### src/rtl/scsi_io_arbiter_if.sv
// IO-controller side of the SCSI IO arbiter: block request handshake plus sector-buffer bus.
// master = arbiter, slave = IO controller.
interface scsi_io_arbiter_if;
  logic [31:0] sd_lba;
  logic        sd_rd;
  logic        sd_wr;
  logic        sd_ack;
  logic [8:0]  sd_buff_addr;
  logic [7:0]  sd_buff_dout;
  logic [7:0]  sd_buff_din;
  logic        sd_buff_wr;

  modport master (
    output sd_lba, sd_rd, sd_wr, sd_buff_din,
    input  sd_ack, sd_buff_addr, sd_buff_dout, sd_buff_wr
  );

  modport slave (
    input  sd_lba, sd_rd, sd_wr, sd_buff_din,
    output sd_ack, sd_buff_addr, sd_buff_dout, sd_buff_wr
  );
endinterface

### src/rtl/scsi_io_arbiter.sv
// Round-robin arbiter sharing one IO controller between two SCSI targets.
// Optional macro SCSI_ARB_TIMEOUT_EN adds a sd_ack timeout that sets the sticky err flag.
//
// Handshake: a target holds io_rdN/io_wrN (and io_lbaN) until it sees io_ackN. The arbiter raises
// sd_rd/sd_wr while in REQ; the controller answers with a sd_ack pulse, which is mirrored to the
// granted target only; the arbiter returns to IDLE when sd_ack falls.
module scsi_io_arbiter #(
  parameter logic [23:0] TIMEOUT = 24'd1000000
) (
  input  logic        clk,
  input  logic        rst_n,
  input  logic [31:0] io_lba0,
  input  logic [31:0] io_lba1,
  input  logic        io_rd0,
  input  logic        io_wr0,
  input  logic        io_rd1,
  input  logic        io_wr1,
  output logic        io_ack0,
  output logic        io_ack1,
  input  logic [7:0]  sd_buff_din0,
  input  logic [7:0]  sd_buff_din1,
  output logic        sd_buff_wr0,
  output logic        sd_buff_wr1,
  output logic [8:0]  sd_buff_addr_o,
  output logic [7:0]  sd_buff_dout_o,
  scsi_io_arbiter_if.master sd,
  output logic        grant,
  output logic        busy,
  output logic        err,
  output logic [1:0]  state_o
);
  typedef enum logic [1:0] {IDLE = 2'd0, REQ = 2'd1, ACK = 2'd2} state_e;

  state_e      state_q, state_d;
  logic        grant_q, grant_d;
  logic        last_q, last_d;
  logic [31:0] lba_q, lba_d;
  logic        rd_dir_q, rd_dir_d;
  logic        sd_rd_q, sd_wr_q;
  logic [1:0]  rd_req_q, wr_req_q;
  logic [1:0]  pend;
  logic        sel;
  logic        to_ack;

  // Requests are sampled only while idle, so a level still held from the last transfer is never re-granted.
  assign pend = rd_req_q | wr_req_q;

`ifdef SCSI_ARB_TIMEOUT_EN
  logic [23:0] cnt_q, cnt_d;
  logic        timeout_hit;
  logic        to_ack_q;
  logic        err_q;
`endif

  always_comb begin
    state_d  = state_q;
    grant_d  = grant_q;
    last_d   = last_q;
    lba_d    = lba_q;
    rd_dir_d = rd_dir_q;
    sel      = 1'b0;
`ifdef SCSI_ARB_TIMEOUT_EN
    timeout_hit = 1'b0;
    cnt_d       = 24'd0;
`endif
    case (state_q)
      IDLE: begin
        if (|pend) begin
          // Both pending: prefer the port not served last.
          sel      = (pend == 2'b11) ? ~last_q : pend[1];
          grant_d  = sel;
          lba_d    = sel ? io_lba1 : io_lba0;
          rd_dir_d = rd_req_q[sel];
          state_d  = REQ;
        end
      end
      REQ: begin
        if (sd.sd_ack) begin
          state_d = ACK;
`ifdef SCSI_ARB_TIMEOUT_EN
        end else if (cnt_q == TIMEOUT - 24'd1) begin
          state_d     = IDLE;
          last_d      = grant_q;
          timeout_hit = 1'b1;
        end else begin
          cnt_d = cnt_q + 24'd1;
`endif
        end
      end
      ACK: begin
        if (!sd.sd_ack) begin
          state_d = IDLE;
          last_d  = grant_q;
        end
      end
      default: state_d = IDLE;
    endcase
  end

  always_ff @(posedge clk) begin
    if (!rst_n) begin
      state_q  <= IDLE;
      grant_q  <= 1'b0;
      last_q   <= 1'b1;
      lba_q    <= 32'd0;
      rd_dir_q <= 1'b0;
      sd_rd_q  <= 1'b0;
      sd_wr_q  <= 1'b0;
      rd_req_q <= 2'b00;
      wr_req_q <= 2'b00;
    end else begin
      state_q  <= state_d;
      grant_q  <= grant_d;
      last_q   <= last_d;
      lba_q    <= lba_d;
      rd_dir_q <= rd_dir_d;
      sd_rd_q  <= (state_d == REQ) &  rd_dir_d;
      sd_wr_q  <= (state_d == REQ) & ~rd_dir_d;
      rd_req_q <= (state_q == IDLE) ? {io_rd1, io_rd0} : 2'b00;
      wr_req_q <= (state_q == IDLE) ? {io_wr1, io_wr0} : 2'b00;
    end
  end

`ifdef SCSI_ARB_TIMEOUT_EN
  always_ff @(posedge clk) begin
    if (!rst_n) begin
      cnt_q    <= 24'd0;
      to_ack_q <= 1'b0;
      err_q    <= 1'b0;
    end else begin
      cnt_q    <= cnt_d;
      to_ack_q <= timeout_hit;
      err_q    <= err_q | timeout_hit;
    end
  end
  assign to_ack = to_ack_q;
  assign err    = err_q;
`else
  assign to_ack = 1'b0;
  // No timeout logic in this build; TIMEOUT has no effect.
  assign err    = 1'b0 & (TIMEOUT != 24'd0);
`endif

  assign busy    = (state_q != IDLE);
  assign grant   = grant_q;
  assign state_o = state_q;

  assign sd.sd_lba      = lba_q;
  assign sd.sd_rd       = sd_rd_q;
  assign sd.sd_wr       = sd_wr_q;
  assign sd.sd_buff_din = busy ? (grant_q ? sd_buff_din1 : sd_buff_din0) : 8'd0;

  assign io_ack0 = ((sd.sd_ack & busy) | to_ack) & ~grant_q;
  assign io_ack1 = ((sd.sd_ack & busy) | to_ack) &  grant_q;

  assign sd_buff_wr0    = sd.sd_buff_wr & busy & ~grant_q;
  assign sd_buff_wr1    = sd.sd_buff_wr & busy &  grant_q;
  assign sd_buff_addr_o = sd.sd_buff_addr;
  assign sd_buff_dout_o = sd.sd_buff_dout;
endmodule

### src/flat_wrapper.sv
// flat-port wrapper written by rule: the top's interface ports become plain ports
module scsi_io_arbiter_flat 
#(
  parameter logic [23:0] TIMEOUT = 24'd1000000
)
  (clk, rst_n, io_lba0, io_lba1, io_rd0, io_wr0, io_rd1, io_wr1, io_ack0, io_ack1, sd_buff_din0, sd_buff_din1, sd_buff_wr0, sd_buff_wr1, sd_buff_addr_o, sd_buff_dout_o, grant, busy, err, state_o, sd_sd_lba, sd_sd_rd, sd_sd_wr, sd_sd_buff_din, sd_sd_ack, sd_sd_buff_addr, sd_sd_buff_dout, sd_sd_buff_wr);
  scsi_io_arbiter_if sd_i ();
  input  logic clk;
  input  logic rst_n;
  input  logic [31:0] io_lba0;
  input  logic [31:0] io_lba1;
  input  logic io_rd0;
  input  logic io_wr0;
  input  logic io_rd1;
  input  logic io_wr1;
  output logic io_ack0;
  output logic io_ack1;
  input  logic [7:0] sd_buff_din0;
  input  logic [7:0] sd_buff_din1;
  output logic sd_buff_wr0;
  output logic sd_buff_wr1;
  output logic [8:0] sd_buff_addr_o;
  output logic [7:0] sd_buff_dout_o;
  output logic grant;
  output logic busy;
  output logic err;
  output logic [1:0] state_o;
  output wire logic [$bits(sd_i.sd_lba)-1:0] sd_sd_lba;
  output wire logic [$bits(sd_i.sd_rd)-1:0] sd_sd_rd;
  output wire logic [$bits(sd_i.sd_wr)-1:0] sd_sd_wr;
  output wire logic [$bits(sd_i.sd_buff_din)-1:0] sd_sd_buff_din;
  input wire logic [$bits(sd_i.sd_ack)-1:0] sd_sd_ack;
  input wire logic [$bits(sd_i.sd_buff_addr)-1:0] sd_sd_buff_addr;
  input wire logic [$bits(sd_i.sd_buff_dout)-1:0] sd_sd_buff_dout;
  input wire logic [$bits(sd_i.sd_buff_wr)-1:0] sd_sd_buff_wr;
  assign sd_sd_lba = sd_i.sd_lba;
  assign sd_sd_rd = sd_i.sd_rd;
  assign sd_sd_wr = sd_i.sd_wr;
  assign sd_sd_buff_din = sd_i.sd_buff_din;
  assign sd_i.sd_ack = sd_sd_ack;
  assign sd_i.sd_buff_addr = sd_sd_buff_addr;
  assign sd_i.sd_buff_dout = sd_sd_buff_dout;
  assign sd_i.sd_buff_wr = sd_sd_buff_wr;
  scsi_io_arbiter #(.TIMEOUT(TIMEOUT)) u_core (.clk(clk), .rst_n(rst_n), .io_lba0(io_lba0), .io_lba1(io_lba1), .io_rd0(io_rd0), .io_wr0(io_wr0), .io_rd1(io_rd1), .io_wr1(io_wr1), .io_ack0(io_ack0), .io_ack1(io_ack1), .sd_buff_din0(sd_buff_din0), .sd_buff_din1(sd_buff_din1), .sd_buff_wr0(sd_buff_wr0), .sd_buff_wr1(sd_buff_wr1), .sd_buff_addr_o(sd_buff_addr_o), .sd_buff_dout_o(sd_buff_dout_o), .sd(sd_i), .grant(grant), .busy(busy), .err(err), .state_o(state_o));
endmodule
### config.mk
export PLATFORM = sky130hd
export DESIGN_NAME = scsi_io_arbiter_flat
export DESIGN_NICKNAME = d
export VERILOG_FILES = /design/src/rtl/scsi_io_arbiter_if.sv /design/src/rtl/scsi_io_arbiter.sv /design/src/flat_wrapper.sv
export SDC_FILE = /design/constraint.sdc
export NUM_CORES = 1
export LEC_CHECK = 0
export CAP_MARGIN = 20
export CELL_PAD_IN_SITES_DETAIL_PLACEMENT = 1
export CELL_PAD_IN_SITES_GLOBAL_PLACEMENT = 1
export CORE_MARGIN = 10
export CORE_UTILIZATION = 25
export DETAILED_ROUTE_END_ITERATION = 7
export PLACE_DENSITY = 0.84
export SYNTH_ARGS = -nofsm -noshare
export SYNTH_HDL_FRONTEND = slang
export SYNTH_SLANG_ARGS = --single-unit
export TNS_END_PERCENT = 30
### constraint.sdc
create_clock -name clk -period 3 [get_ports clk]
set_input_delay 0.6 -clock clk [delete_from_list [all_inputs] [get_ports clk]]
set_output_delay 0.6 -clock clk [all_outputs]
set_load 0.01 [all_outputs]
Word-level counts from Yosys, hierarchy flattened
Cells that the tools add are included.
Widths: inputs -> output; s select.
Storage, ports and cells
  flip-flop bits (word level): 43
  input port bits: 105
  output and inout port bits: 68
  logic and storage cells: 45
Cells by class
  order comparisons: 1
  eq/ne operators: 4
  multiplexer cells: 12
  bitwise logic cells: 13
  reduce and logical (&&, ||, !) cells: 6
Operator list (count)
  $mux 32: 1
  $mux 8: 2
  $and 1x1->1: 8
  $mux 2: 3
  $pmux 2 s3: 1
  $reduce_and 2->1: 3
  $mux 1: 5
  $eq 2x1->1 const B: 2
  $eq 2x2->1 const B: 2
  $not 1->1: 4
  $logic_not 2->1: 1
  $lt 1x2->1 const B: 1
  $or 2x2->2: 1
  $reduce_bool 2->1: 1
  $reduce_or 2->1: 1

Depth between registers and ports, before layout
Gate-level depths: netlist (run 1).
  word-level depth: 9
  depth in mapped cells: 5
  gate-level depth less buffers: 4

Worst setup path after synthesis (run 1)
No wires, ideal clock.
  kind: reg-to-output
  start: register u_core.state_q[0], in the netlist u_core.state_o[0]
  end: output io_ack0
  data arrival time: 1.221 ns
  required time: 2.400 ns
  path slack: 1.179 ns
  cell stages (with the launch flop): 5
  buffers on the path: 2
  cells stage by stage: dfxtp_1 > nor2_1 > buf_4 > clkbuf_1 > nor3b_1
On the way
  longest elaborated chain between the ends: 3
RTL lines
  start, declared: RTL line scsi_io_arbiter.sv:34  | state_e state_q, state_d;
  start signal, assigned: RTL line scsi_io_arbiter.sv:112  | state_q <= state_d;
  $reduce_bool 2->1: RTL line scsi_io_arbiter.sv:144  | assign busy = (state_q != IDLE);
  $and 1x1->1 (2 in a row): RTL line scsi_io_arbiter.sv:153  | assign io_ack0 = ((sd.sd_ack & busy) | to_ack) & ~grant_q;
  end, declared: RTL line flat_wrapper.sv:16  | output logic io_ack0;
No other way between the ends.

Worst setup path in the final report (run 1)
  start: input sd_sd_ack
  end: output io_ack0
On the way
  longest elaborated chain between the ends: 2
RTL lines
  start, declared: RTL line flat_wrapper.sv:32  | input wire logic [$bits(sd_i.sd_ack)-1:0] sd_sd_ack;
  $and 1x1->1 (2 in a row): RTL line scsi_io_arbiter.sv:153
No other way between the ends.

==> results of run 1 <==
==> cell usage in the layout (no fill, tap or decap), drive strengths merged, types with 9 or more instances in the layout <==
cell and count:
o21ai 34, nor2 12, mux2i 9, dfxtp 43
a311oi 32, nand3 34, clkdlybuf4s50 137, a21oi 33
==> power by group <==
group,switching (mW),internal (mW),leakage [nW]
clock,0.203,0.210,0.0505
combinational,0.557,0.542,0.861
sequential,0.0926,0.697,0.356
==> per-layer routing <==
metal / up-vias / share of wire, %
li1: 1214 / -
met2: 113 / 48
met3: 10 / 10
met4: 0 / 1.3
met5: - / 0
met1: 1274 / 40
==> cell type report <==
cell class | instances | area (um2) | share of cell area, %
Clock inverter | 1 | 7.51 | 0.203
Inverter | 4 | 15.0 | 0.406
Sequential cell | 43 | 861 | 23.3
Tap cell | 111 | 139 | 3.75
Timing Repair Buffer | 144 | 1430 | 38.7
Multi-Input combinational cell | 179 | 1150 | 31.1
Clock buffer | 7 | 96.3 | 2.60
==> worst min-delay path, stage by stage, from the launching register on <==
cell	delay, ns
dfxtp_1	0.32
a21oi_2	0.09
a311oi_1	0.05
==> cell families (layout without fill, tap and decap cells) <==
kind of cell / count (synthesis) / count (layout) / synth area share (%)
buffers and inverters: 53 / 156 / 14.1
and+or+nand+nor: 63 / 63 / 14.3
other: 1 / 1 / 0.161
DFF: 43 / 43 / 37.1
xor gates and xnor gates: 1 / 1 / 0.377
AOI/OAI and AO/OA: 105 / 105 / 30.1
muxes: 9 / 9 / 3.88
==> through the flow <==
step | setup slack [ns] | total power [mW] | hold WS [ns] | instance area (um2) | cells
after global placement | 0.508 | 1.86 | 0.476 | 3580 | 480
final | 0.461 | 2.30 | 0.510 | 3700 | 489
after floorplan | 1.18 | 1.39 | 0.442 | 2320 | 275
after global routing | 0.357 | 2.45 | 0.534 | 3700 | 489
after detailed placement | 0.477 | 1.90 | 0.504 | 3580 | 480
after CTS | 0.458 | 2.33 | 0.516 | 3680 | 488
==> state kept, by name, indices dropped and copies added (netlist names) <==
register          cells
u_core.sd.sd_rd       1
u_core.wr_req_q       2
u_core.last_q         1
u_core.sd.sd_wr       1
u_core.rd_dir_q       1
u_core.state_o        2
u_core.grant          1
u_core.rd_req_q       2
u_core.sd.sd_lba     32
==> how the worst min path moves through the flow <==
stage                               startpoint                    to  slack, ns  depth (start not counted)
after global routing       u_core.sd.sd_lba[8]   u_core.sd.sd_lba[8]       0.53                          2
final                     u_core.sd.sd_lba[10]  u_core.sd.sd_lba[10]       0.51                          2
after global placement         u_core.rd_dir_q       u_core.sd.sd_rd       0.48                          2
after CTS                 u_core.sd.sd_lba[10]  u_core.sd.sd_lba[10]       0.52                          2
after detailed placement  u_core.sd.sd_lba[10]  u_core.sd.sd_lba[10]       0.50                          2
after floorplan                u_core.rd_dir_q       u_core.sd.sd_rd       0.44                          2
==> impl_results.md, run 1 <==
* Status: finished, final reports clean
* Total number of vias at 2611
* Starting density of the core at 25.4%
* Min Clock Period, post-route at 2.54 ns
* I/O Pins at 173
* Number of buffer cells added on primary ports at 137
* Largest area contributor in the netlist: dfxtp_1
* Leakage at 1.27 nW
* Final slew viol count at 0
* Final setup skew at 0.0100 ns
* Number of synthesized flops with an enable pin at 0
* CP max FO at 5
* RSZ-0062 raised after global routing: no
* Setup CP Type: in -> out
* DRT Pass-1 Iters at 4
* Critical path endpoint category: output pin
* Worst path top cell family by delay: buffers and inverters
* Worst path depth at 3
* Initial antenna violation count at 0
* Post-CTS Setup Bufs at 0
* First DRT Iteration DRCs at 94
* Synth Instances at 275
* Pin slew with the least headroom to its limit at 0.790 ns
* Gr ovfl total at 0
* All-Layer GR Usage at 14.0%
* MaxCap Viol Count at 0
* Critical Path Start Type: primary input
* Worst reg2reg path depth at 5
* Post-CTS sizing at 0
* Final period util at 84.6%
* Antenna diodes at 0
* Mean area per synthesized cell at 8.44 um2
* Drt drc at 0
* Met1 Use GR at 15.3%
* Syn_nets at 380
* Num CTS Buffers at 5
* Clock sink count at 43
* First-pass GRT wire length at 15.2 mm
* Share of cells above drive strength 1 at 8.73%
* Req. time, crit path at 2.40 ns
* Worst Path Arrival at 1.94 ns
* Die W at 116 um
* Yosys top cell area share at 37.1%
* M2 GR Usage at 23.7%
* Height of the die at 116 um
* Top_reg_cell synth: dfxtp_1
* Final setup vio count at 0
* Ys async rst share at 0%
* Die ar. at 13500 um2
* Met3 usage in global routing at 5.96%
* FMAX at 394 MHz
* Post-synthesis sequential area ratio at 37.1%
* Main area contributors after synthesis: dfxtp_1 37%, a311oi_1 12%, nand3_1 7.1%
* CP endpoint: io_ack0
* CTS max path bufs at 2
* Row cnt at 35
* Area added between synthesis and finish at 59.3%
* # H-tree levels at 2
* Peak VDD IR at 0.236 mV
* Clock Latency Late Sink at 0.29 ns
* Vias/cell at 5.34
* Worst-path cell chain: clkdlybuf4s50_1 > nor3b_1 > clkdlybuf4s50_1
* Setup TNS at 0 ns
* Post-DR wirelength/cell at 20.5 um
* Setup slack, reg-to-reg at 0.96 ns
* Critical Path Source: sd_sd_ack
* Slowest CP cell: clkdlybuf4s50_1
* GP Congestion at 0.750
* Mapped cell area at 2320 um2
* Core area at 9150 um2
* Clock Tree Root: clkbuf_8
* Synth warn at 0
* CTS tree: yes
* Largest net degree at the start of global routing at 34
* Hold Crit Class: reg -> reg
* Top cells by count, synth: 43 x dfxtp_1, 33 x nand3_1, 33 x o21ai_0
* Most numerous cell in the Yosys netlist: dfxtp_1
* Vias in the first global route at 2914
* Post-DRT Antenna Nets at 0
* Grt peak-use layer: met2
* Crit Reg-Reg Endpoint: u_core.sd.sd_lba[17]
* Top cell by count, worst path: clkdlybuf4s50_1
* Post-CTS Hold Fix Bufs at 0
* Final hold violations at 0
* Fillers at 1074
* Post-layout util at 40.4%
* Yosys cell types at 31
* Worst path buffer plus inverter count at 2
* R2R Path Start: u_core.state_o[0]
* Power density over cell area at 622 nW/um2
* Detail Placement HPWL at 7.40 mm
* FF+latch count, synth at 43
* Slowest stage delay, CP at 0.58 ns
* Total Wirelength at 10.0 mm
* CTS clk-pin slew, worst paths at 0.08 ns
* Slew headroom at 47.3%
* Fin nets at 482
Power figures use the tool's default switching activity.
==> run 2, diff against run 1 <==
- CORE_UTILIZATION: 25 -> 23
- PLACE_DENSITY: 0.84 -> 0.78
- clock period: 3 -> 2.5 ns (I/O delays scaled with it)
==> run 2 against run 1 <==
Net effect: core utilization fell by 2.6 points; sequential power rose by 20%; critical endpoint unchanged; total power rose by 17%; routed wire length rose by 1.6%; worst hold slack got worse by 0.024 ns; register-to-register slack got worse by 0.18 ns; die area rose by 7.2%.
==> impl_results.md, run 2 (synthesis results as in run 1) <==
* Number of buffer cells added on primary ports at 137 (unchanged)
* DRT Pass-1 Iters at 4 (unchanged)
* Starting density of the core at 23.6% (was 25.4%)
* Final period util at 92.5%
* Req. time, crit path at 2.00 ns (was 2.40 ns)
* Final hold violations at 0 (unchanged)
* Switching Share at 37.6% (was 37.1%)
* CTS tree: yes (unchanged)
* Pin slew with the least headroom to its limit at 0.735 ns (was 0.790 ns)
* Post-CTS sizing at 0 (unchanged)
* Sequential power share at 35.1% (was 34.3%)
* First-pass GRT wire length at 16.3 mm (was 15.2 mm)
* Fillers at 1164 (was 1074)
* R2R Path Start: u_core.wr_req_q[1] (was u_core.state_o[0])
* Max reg flops at 32 (unchanged)
* Worst Path Arrival at 1.81 ns (was 1.94 ns)
* Core area at 9820 um2 (was 9150 um2)
* Setup slack, reg-to-reg at 0.78 ns (was 0.96 ns)
* CTS clk-pin slew, worst paths at 0.07 ns (was 0.08 ns)
* Height of the die at 120 um (was 116 um)
* Clock network power share at 15.6% (was 17.9%)
* Critical Path Start Type: primary input (unchanged)
* Drt drc at 0 (unchanged)
* MaxCap Viol Count at 0 (unchanged)
* Met3 WL post-DR at 1.03 mm (was 1.04 mm)
* Min Clock Period, post-route at 2.31 ns
* Antenna diodes at 0 (unchanged)
* Most frequent cells in the layout: 137 x clkdlybuf4s50_1, 42 x dfxtp_1, 33 x nand3_1, 33 x o21ai_0, 32 x a311oi_1 (was 137 x clkdlybuf4s50_1, 43 x dfxtp_1, 33 x nand3_1, 33 x o21ai_0, 32 x a311oi_1)
* Internal power at 1.68 mW (was 1.45 mW)
* Status: finished, final reports clean (unchanged)
* CP max FO at 5 (unchanged)
* First DRT Iteration DRCs at 164 (was 94)
* RSZ-0062 raised after global routing: no (unchanged)
* Fin nets at 484 (was 482)
* Power density over cell area at 725 nW/um2 (was 622 nW/um2)
* Final setup vio count at 0 (unchanged)
* Leakage at 1.26 nW (was 1.27 nW)
* Post-DR wirelength/cell at 19.9 um (was 20.5 um)
* Die ar. at 14500 um2 (was 13500 um2)
* Critical Path Source: sd_sd_ack (unchanged)
* Setup CP Type: in -> out (unchanged)
* Hold_sp: u_core.rd_dir_q (was u_core.sd.sd_lba[10])
* Hold Crit Class: reg -> reg (unchanged)
* Crit Reg-Reg Endpoint: u_core.sd.sd_lba[2] (was u_core.sd.sd_lba[17])
* Area added between synthesis and finish at 60.1% (was 59.3%)
* Num CTS Buffers at 5 (unchanged)
* WHS Endpoint: u_core.sd.sd_rd (was u_core.sd.sd_lba[10])
* Hold Path Stages at 2 (unchanged)
* Clock Latency Late Sink at 0.29 ns (about the same)
* Die W at 120 um (was 116 um)
* Setup TNS at 0 ns (unchanged)
* FMAX at 432 MHz
* Vias in the first global route at 2894 (was 2914)
* Vias/cell at 5.06 (was 5.34)
* Final setup skew at 0.0104 ns (was 0.0100 ns)
* DR WL met2 at 4.62 mm (was 4.81 mm)
* GP Congestion at 0.717 (was 0.750)
* Gr ovfl total at 0 (unchanged)
* Initial antenna violation count at 0 (unchanged)
* Clock sink count at 43 (unchanged)
* Worst reg2reg path depth at 4 (was 5)
* Largest net degree at the start of global routing at 35 (was 34)
* Combinational Power Share at 49.2% (was 47.7%)
* Sw Pwr at 1.01 mW (was 0.853 mW)
* Slew headroom at 51.0% (was 47.3%)
* Clock Tree Root: clkbuf_8 (unchanged)
* Post-CTS Setup Bufs at 0 (unchanged)
* Total number of vias at 2584 (was 2611)
* Peak VDD IR at 0.279 mV (was 0.236 mV)
* Row cnt at 36 (was 35)
* Commonest non-fill, non-tap cell in the layout: clkdlybuf4s50_1 (unchanged)
* All-Layer GR Usage at 13.8% (was 14.0%)
* Post-DRT Antenna Nets at 0 (unchanged)
* CTS max path bufs at 2 (unchanged)
* I/O Pins at 173 (unchanged)
* Detail Placement HPWL at 7.50 mm (was 7.40 mm)
* Share of cells above drive strength 1 at 8.99% (was 8.73%)
* Post-CTS Hold Fix Bufs at 0 (unchanged)
* Final slew viol count at 0 (unchanged)
* Pre-CTS WS at 0.185 ns (was 0.477 ns)
* Final WS setup at 0.187 ns (was 0.461 ns)
* Wl on met1 at 4.37 mm (was 4.02 mm)
* Critical path endpoint category: output pin (unchanged)
* Total Wirelength at 10.2 mm (was 10.0 mm)
* # H-tree levels at 2 (unchanged)
* Highest metal used: met4 (unchanged)
## run 2: cell types whose count changed in the layout (fill, tap and decap cells not counted)
| cell | previous run | this run |
|---|---|---|
| inv_1 | 4 | 3 |
| dfxtp_2 | 0 | 1 |
| dfxtp_1 | 43 | 42 |
| buf_12 | 0 | 1 |
| clkinvlp_4 | 1 | 0 |
| buf_4 | 6 | 8 |
| inv_2 | 0 | 1 |
| clkbuf_8 | 7 | 5 |
| buf_8 | 1 | 0 |
| clkbuf_1 | 0 | 1 |
## run 2: worst max path at each step
stage                        endpoint
detailed placement            io_ack0
CTS                 sd_sd_buff_din[5]
global route                  io_ack0
floorplan                     io_ack0
finish                        io_ack0
global placement              io_ack0
## run 2: metal layers
metal  vias to the layer above  track usage, %
li1                       1214               -
met1                      1240            16.4
met2                       115            22.2
met3                        15            6.14
met4                         0            3.32
met5                         -               0
## run 2: worst max-delay path, stage by stage
cell and delay [ns]:
clkdlybuf4s50_1 0.54, nor3b_1 0.20, clkdlybuf4s50_1 0.57
## run 2: area by class of cell
type | instances | area [um2] | area share (%)
Timing Repair Buffer | 146 | 1450 | 39.0
Multi-Input combinational cell | 179 | 1150 | 30.9
Sequential cell | 43 | 862 | 23.2
Tap cell | 133 | 166 | 4.48
Clock buffer | 6 | 72.6 | 1.95
Inverter | 4 | 15.0 | 0.404
## run 2: power by group through the flow
stage                     Combinational [mW]  Clock [mW]  Sequential (mW)
after floorplan                        0.666           0             1.00
after CTS                               1.35       0.444            0.949
after global routing                    1.46       0.470            0.968
final                                   1.33       0.421            0.947
after detailed placement                1.35           0            0.965
after global placement                  1.32           0            0.953
## run 2: through the flow
stage / instances / hold slack [ns] / area (um2) / total power, mW / util (%)
finish: 511 / 0.486 / 3720 / 2.69 / 37.9
global route: 511 / 0.531 / 3720 / 2.89 / 37.9
CTS: 511 / 0.497 / 3720 / 2.74 / 37.8
detailed placement: 505 / 0.483 / 3640 / 2.31 / 37.1
global placement: 505 / 0.466 / 3640 / 2.27 / 37.1
floorplan: 275 / 0.442 / 2320 / 1.67 / -
==> run 3, diff against run 2 <==
- GPL_TIMING_DRIVEN: unset -> 0
==> run 3 against run 2 <==
Net effect: count of clock-buffer cells in the layout up 2; highest routed layer unchanged; non-clock buffer count grew 55; critical path depth grew 1; via count is 7.0% higher; sequential share of layout area decreased by 2.3 points; routed wire length up 7.7%; worst hold slack better by 0.0047 ns; register-to-register slack worse by 0.24 ns.
==> impl_results.md, run 3 (synthesis results as in run 1) <==
* Clock Latency Late Sink at 0.29 ns (about the same)
* Vias in the first global route at 3167 (was 2894)
* Clock sink count at 43 (unchanged)
* Top cell by count, worst path: nor2_1 (was clkdlybuf4s50_1)
* CTS max path bufs at 2 (unchanged)
* Fillers at 1205 (was 1164)
* Hold slack at 0.490 ns (was 0.486 ns)
* FMAX at 429 MHz (was 432 MHz)
* Initial antenna violation count at 0 (unchanged)
* Setup slack, reg-to-reg at 0.54 ns (was 0.78 ns)
* Internal power at 1.82 mW (was 1.68 mW)
* Share of cells above drive strength 1 at 13.3% (was 8.99%)
* Final hold violations at 0 (unchanged)
* Hold Crit Class: reg -> reg (unchanged)
* Largest net degree at the start of global routing at 20 (was 35)
* Req. time, crit path at 2.00 ns (about the same)
* Final setup skew at 0.00918 ns (was 0.0104 ns)
* MaxCap Viol Count at 0 (unchanged)
* Total number of vias at 2764 (was 2584)
* Slew headroom at 57.9% (was 51.0%)
* Detail Placement HPWL at 8.78 mm (was 7.50 mm)
* CTS clk-pin slew, worst paths at 0.08 ns (was 0.07 ns)
* Fin nets at 539 (was 484)
* Antenna diodes at 0 (unchanged)
* Row cnt at 36 (unchanged)
* Most frequent cells in the layout: 152 x clkdlybuf4s50_1, 42 x dfxtp_1, 33 x nand3_1, 33 x o21ai_0, 32 x a311oi_1 (was 137 x clkdlybuf4s50_1, 42 x dfxtp_1, 33 x nand3_1, 33 x o21ai_0, 32 x a311oi_1)
* Max reg flops at 32 (unchanged)
* Setup TNS at 0 ns (unchanged)
* Num CTS Buffers at 5 (unchanged)
* Die W at 120 um (unchanged)
* Critical path endpoint category: output pin (unchanged)
* Slowest CP cell: clkdlybuf4s50_1 (unchanged)
* Die ar. at 14500 um2 (unchanged)
* Clock network power share at 17.2% (was 15.6%)
* Combinational Power Share at 50.3% (was 49.2%)
* Total Wirelength at 10.9 mm (was 10.2 mm)
* Area added between synthesis and finish at 77.9% (was 60.1%)
* Height of the die at 120 um (unchanged)
* Commonest non-fill, non-tap cell in the layout: clkdlybuf4s50_1 (unchanged)
* Status: finished, final reports clean (unchanged)
* Worst-path cell chain: nor2_1 > buf_4 > nor2_1 > clkdlybuf4s50_1 (was clkdlybuf4s50_1 > nor3b_1 > clkdlybuf4s50_1)
* Switching Share at 36.6% (was 37.6%)
* Area of the multi-input gates at 1130 um2 (was 1150 um2)
* Post-DRT Antenna Nets at 0 (unchanged)
* CP max FO at 19 (was 5)
* First DRT Iteration DRCs at 140 (was 164)
* Critical Path Start Type: register (was primary input)
* Final slew viol count at 0 (unchanged)
* All-Layer GR Usage at 14.7% (was 13.8%)
* Worst Path Arrival at 1.83 ns (was 1.81 ns)
* GP Congestion at 0.742 (was 0.717)
* Min Clock Period, post-route at 2.33 ns (was 2.31 ns)
* Gr ovfl total at 0 (unchanged)
* Post-CTS Setup Bufs at 0 (unchanged)
* Clock Tree Root: clkbuf_8 (unchanged)
* Drt drc at 0 (unchanged)
* Peak VDD IR at 0.211 mV (was 0.279 mV)
* Post-DR wirelength/cell at 19.3 um (was 19.9 um)
* Starting density of the core at 23.6% (unchanged)
* Power density over cell area at 697 nW/um2 (was 725 nW/um2)
* # H-tree levels at 2 (unchanged)
* Sw Pwr at 1.05 mW (was 1.01 mW)
* RSZ-0062 raised after global routing: yes (was no)
* Pin slew with the least headroom to its limit at 0.628 ns (was 0.735 ns)
* Number of buffer cells added on primary ports at 154 (was 137)
* Core area at 9820 um2 (unchanged)
* I/O Pins at 173 (unchanged)
* Vias/cell at 4.87 (was 5.06)
* Sequential cell area at 862 um2 (unchanged)
* First-pass GRT wire length at 17.3 mm (was 16.3 mm)
* Final period util at 93.3% (was 92.5%)
* CTS tree: yes (unchanged)
* Leakage at 1.51 nW (was 1.26 nW)
* Slowest stage delay, CP at 0.50 ns (was 0.57 ns)
* Sequential power share at 32.6% (was 35.1%)
* Final setup vio count at 0 (unchanged)
* DRT Pass-1 Iters at 5 (was 4)
* Setup CP Type: reg -> out (was in -> out)
## run 3: cell types whose count changed in the layout (fill, tap and decap cells not counted), sizes merged
cell           before  now
dlymetal6s2s        0    2
clkdlybuf4s50     137  152
buf                 9   35
clkbuf              6   20
## run 3: final timing paths
kind / startpoint / to / cells after the start
worst max-delay path: u_core.state_o[0] / sd_sd_buff_din[0] / 4
worst max register to register: u_core.state_o[0] / u_core.sd.sd_lba[7] / 5
worst min register to register: u_core.rd_dir_q / u_core.sd.sd_rd / 2
worst min-delay path: u_core.rd_dir_q / u_core.sd.sd_rd / 2
## run 3: final cells by class
type | count | area share (%)
inverters | 4 | 0.363
flip-flops and latches | 43 | 20.9
clock buffers | 8 | 2.42
repair buffers | 154 | 37.4
well taps | 133 | 4.03
multi-input cells | 179 | 27.4
plain buffers | 47 | 7.45
## run 3: worst max-delay path: cells and delay by family, from the launching register on
| family | cells | cell delay [ns] |
|---|---|---|
| buffers and inverters | 2 | 0.83 |
| and+or+nand+nor | 2 | 0.36 |
| DFF | 1 | 0.35 |
## run 3: timing repair
item	in CTS	in global routing
setup endpoints to repair	10	11
endpoints found under the hold margin	0	0
gates resized for setup	1	3
hold buffers	0	0
## run 3: power by group through the flow
stage	Sequential, mW	Clock [mW]	Combinational (mW)
after floorplan	1.00	0	0.666
after global placement	0.942	0	1.44
after detailed placement	0.949	0	1.48
after CTS	0.933	0.505	1.48
after global routing	0.958	0.537	1.58
final	0.938	0.494	1.45
## run 3: stage by stage
step | power, mW | cell area [um2] | cells | setup slack, ns | util (%)
6_report | 2.88 | 4130 | 568 | 0.167 | 42.1
2_1_floorplan | 1.67 | 2320 | 275 | 0.779 | -
3_3_place_gp | 2.38 | 4030 | 562 | 0.0688 | 41.0
4_1_cts | 2.92 | 4130 | 569 | 0.0601 | 42.0
5_1_grt | 3.08 | 4130 | 568 | -0.00362 | 42.1
3_5_place_dp | 2.42 | 4030 | 562 | 0.0479 | 41.0
## run 3: layer usage
metal | vias up | part of all wire, % | track usage [%]
met5 | - | 0 | 0
met4 | 0 | 0.43 | 2.26
met3 | 4 | 10 | 6.79
met2 | 135 | 47 | 24.8
met1 | 1300 | 43 | 16.9
li1 | 1325 | - | -
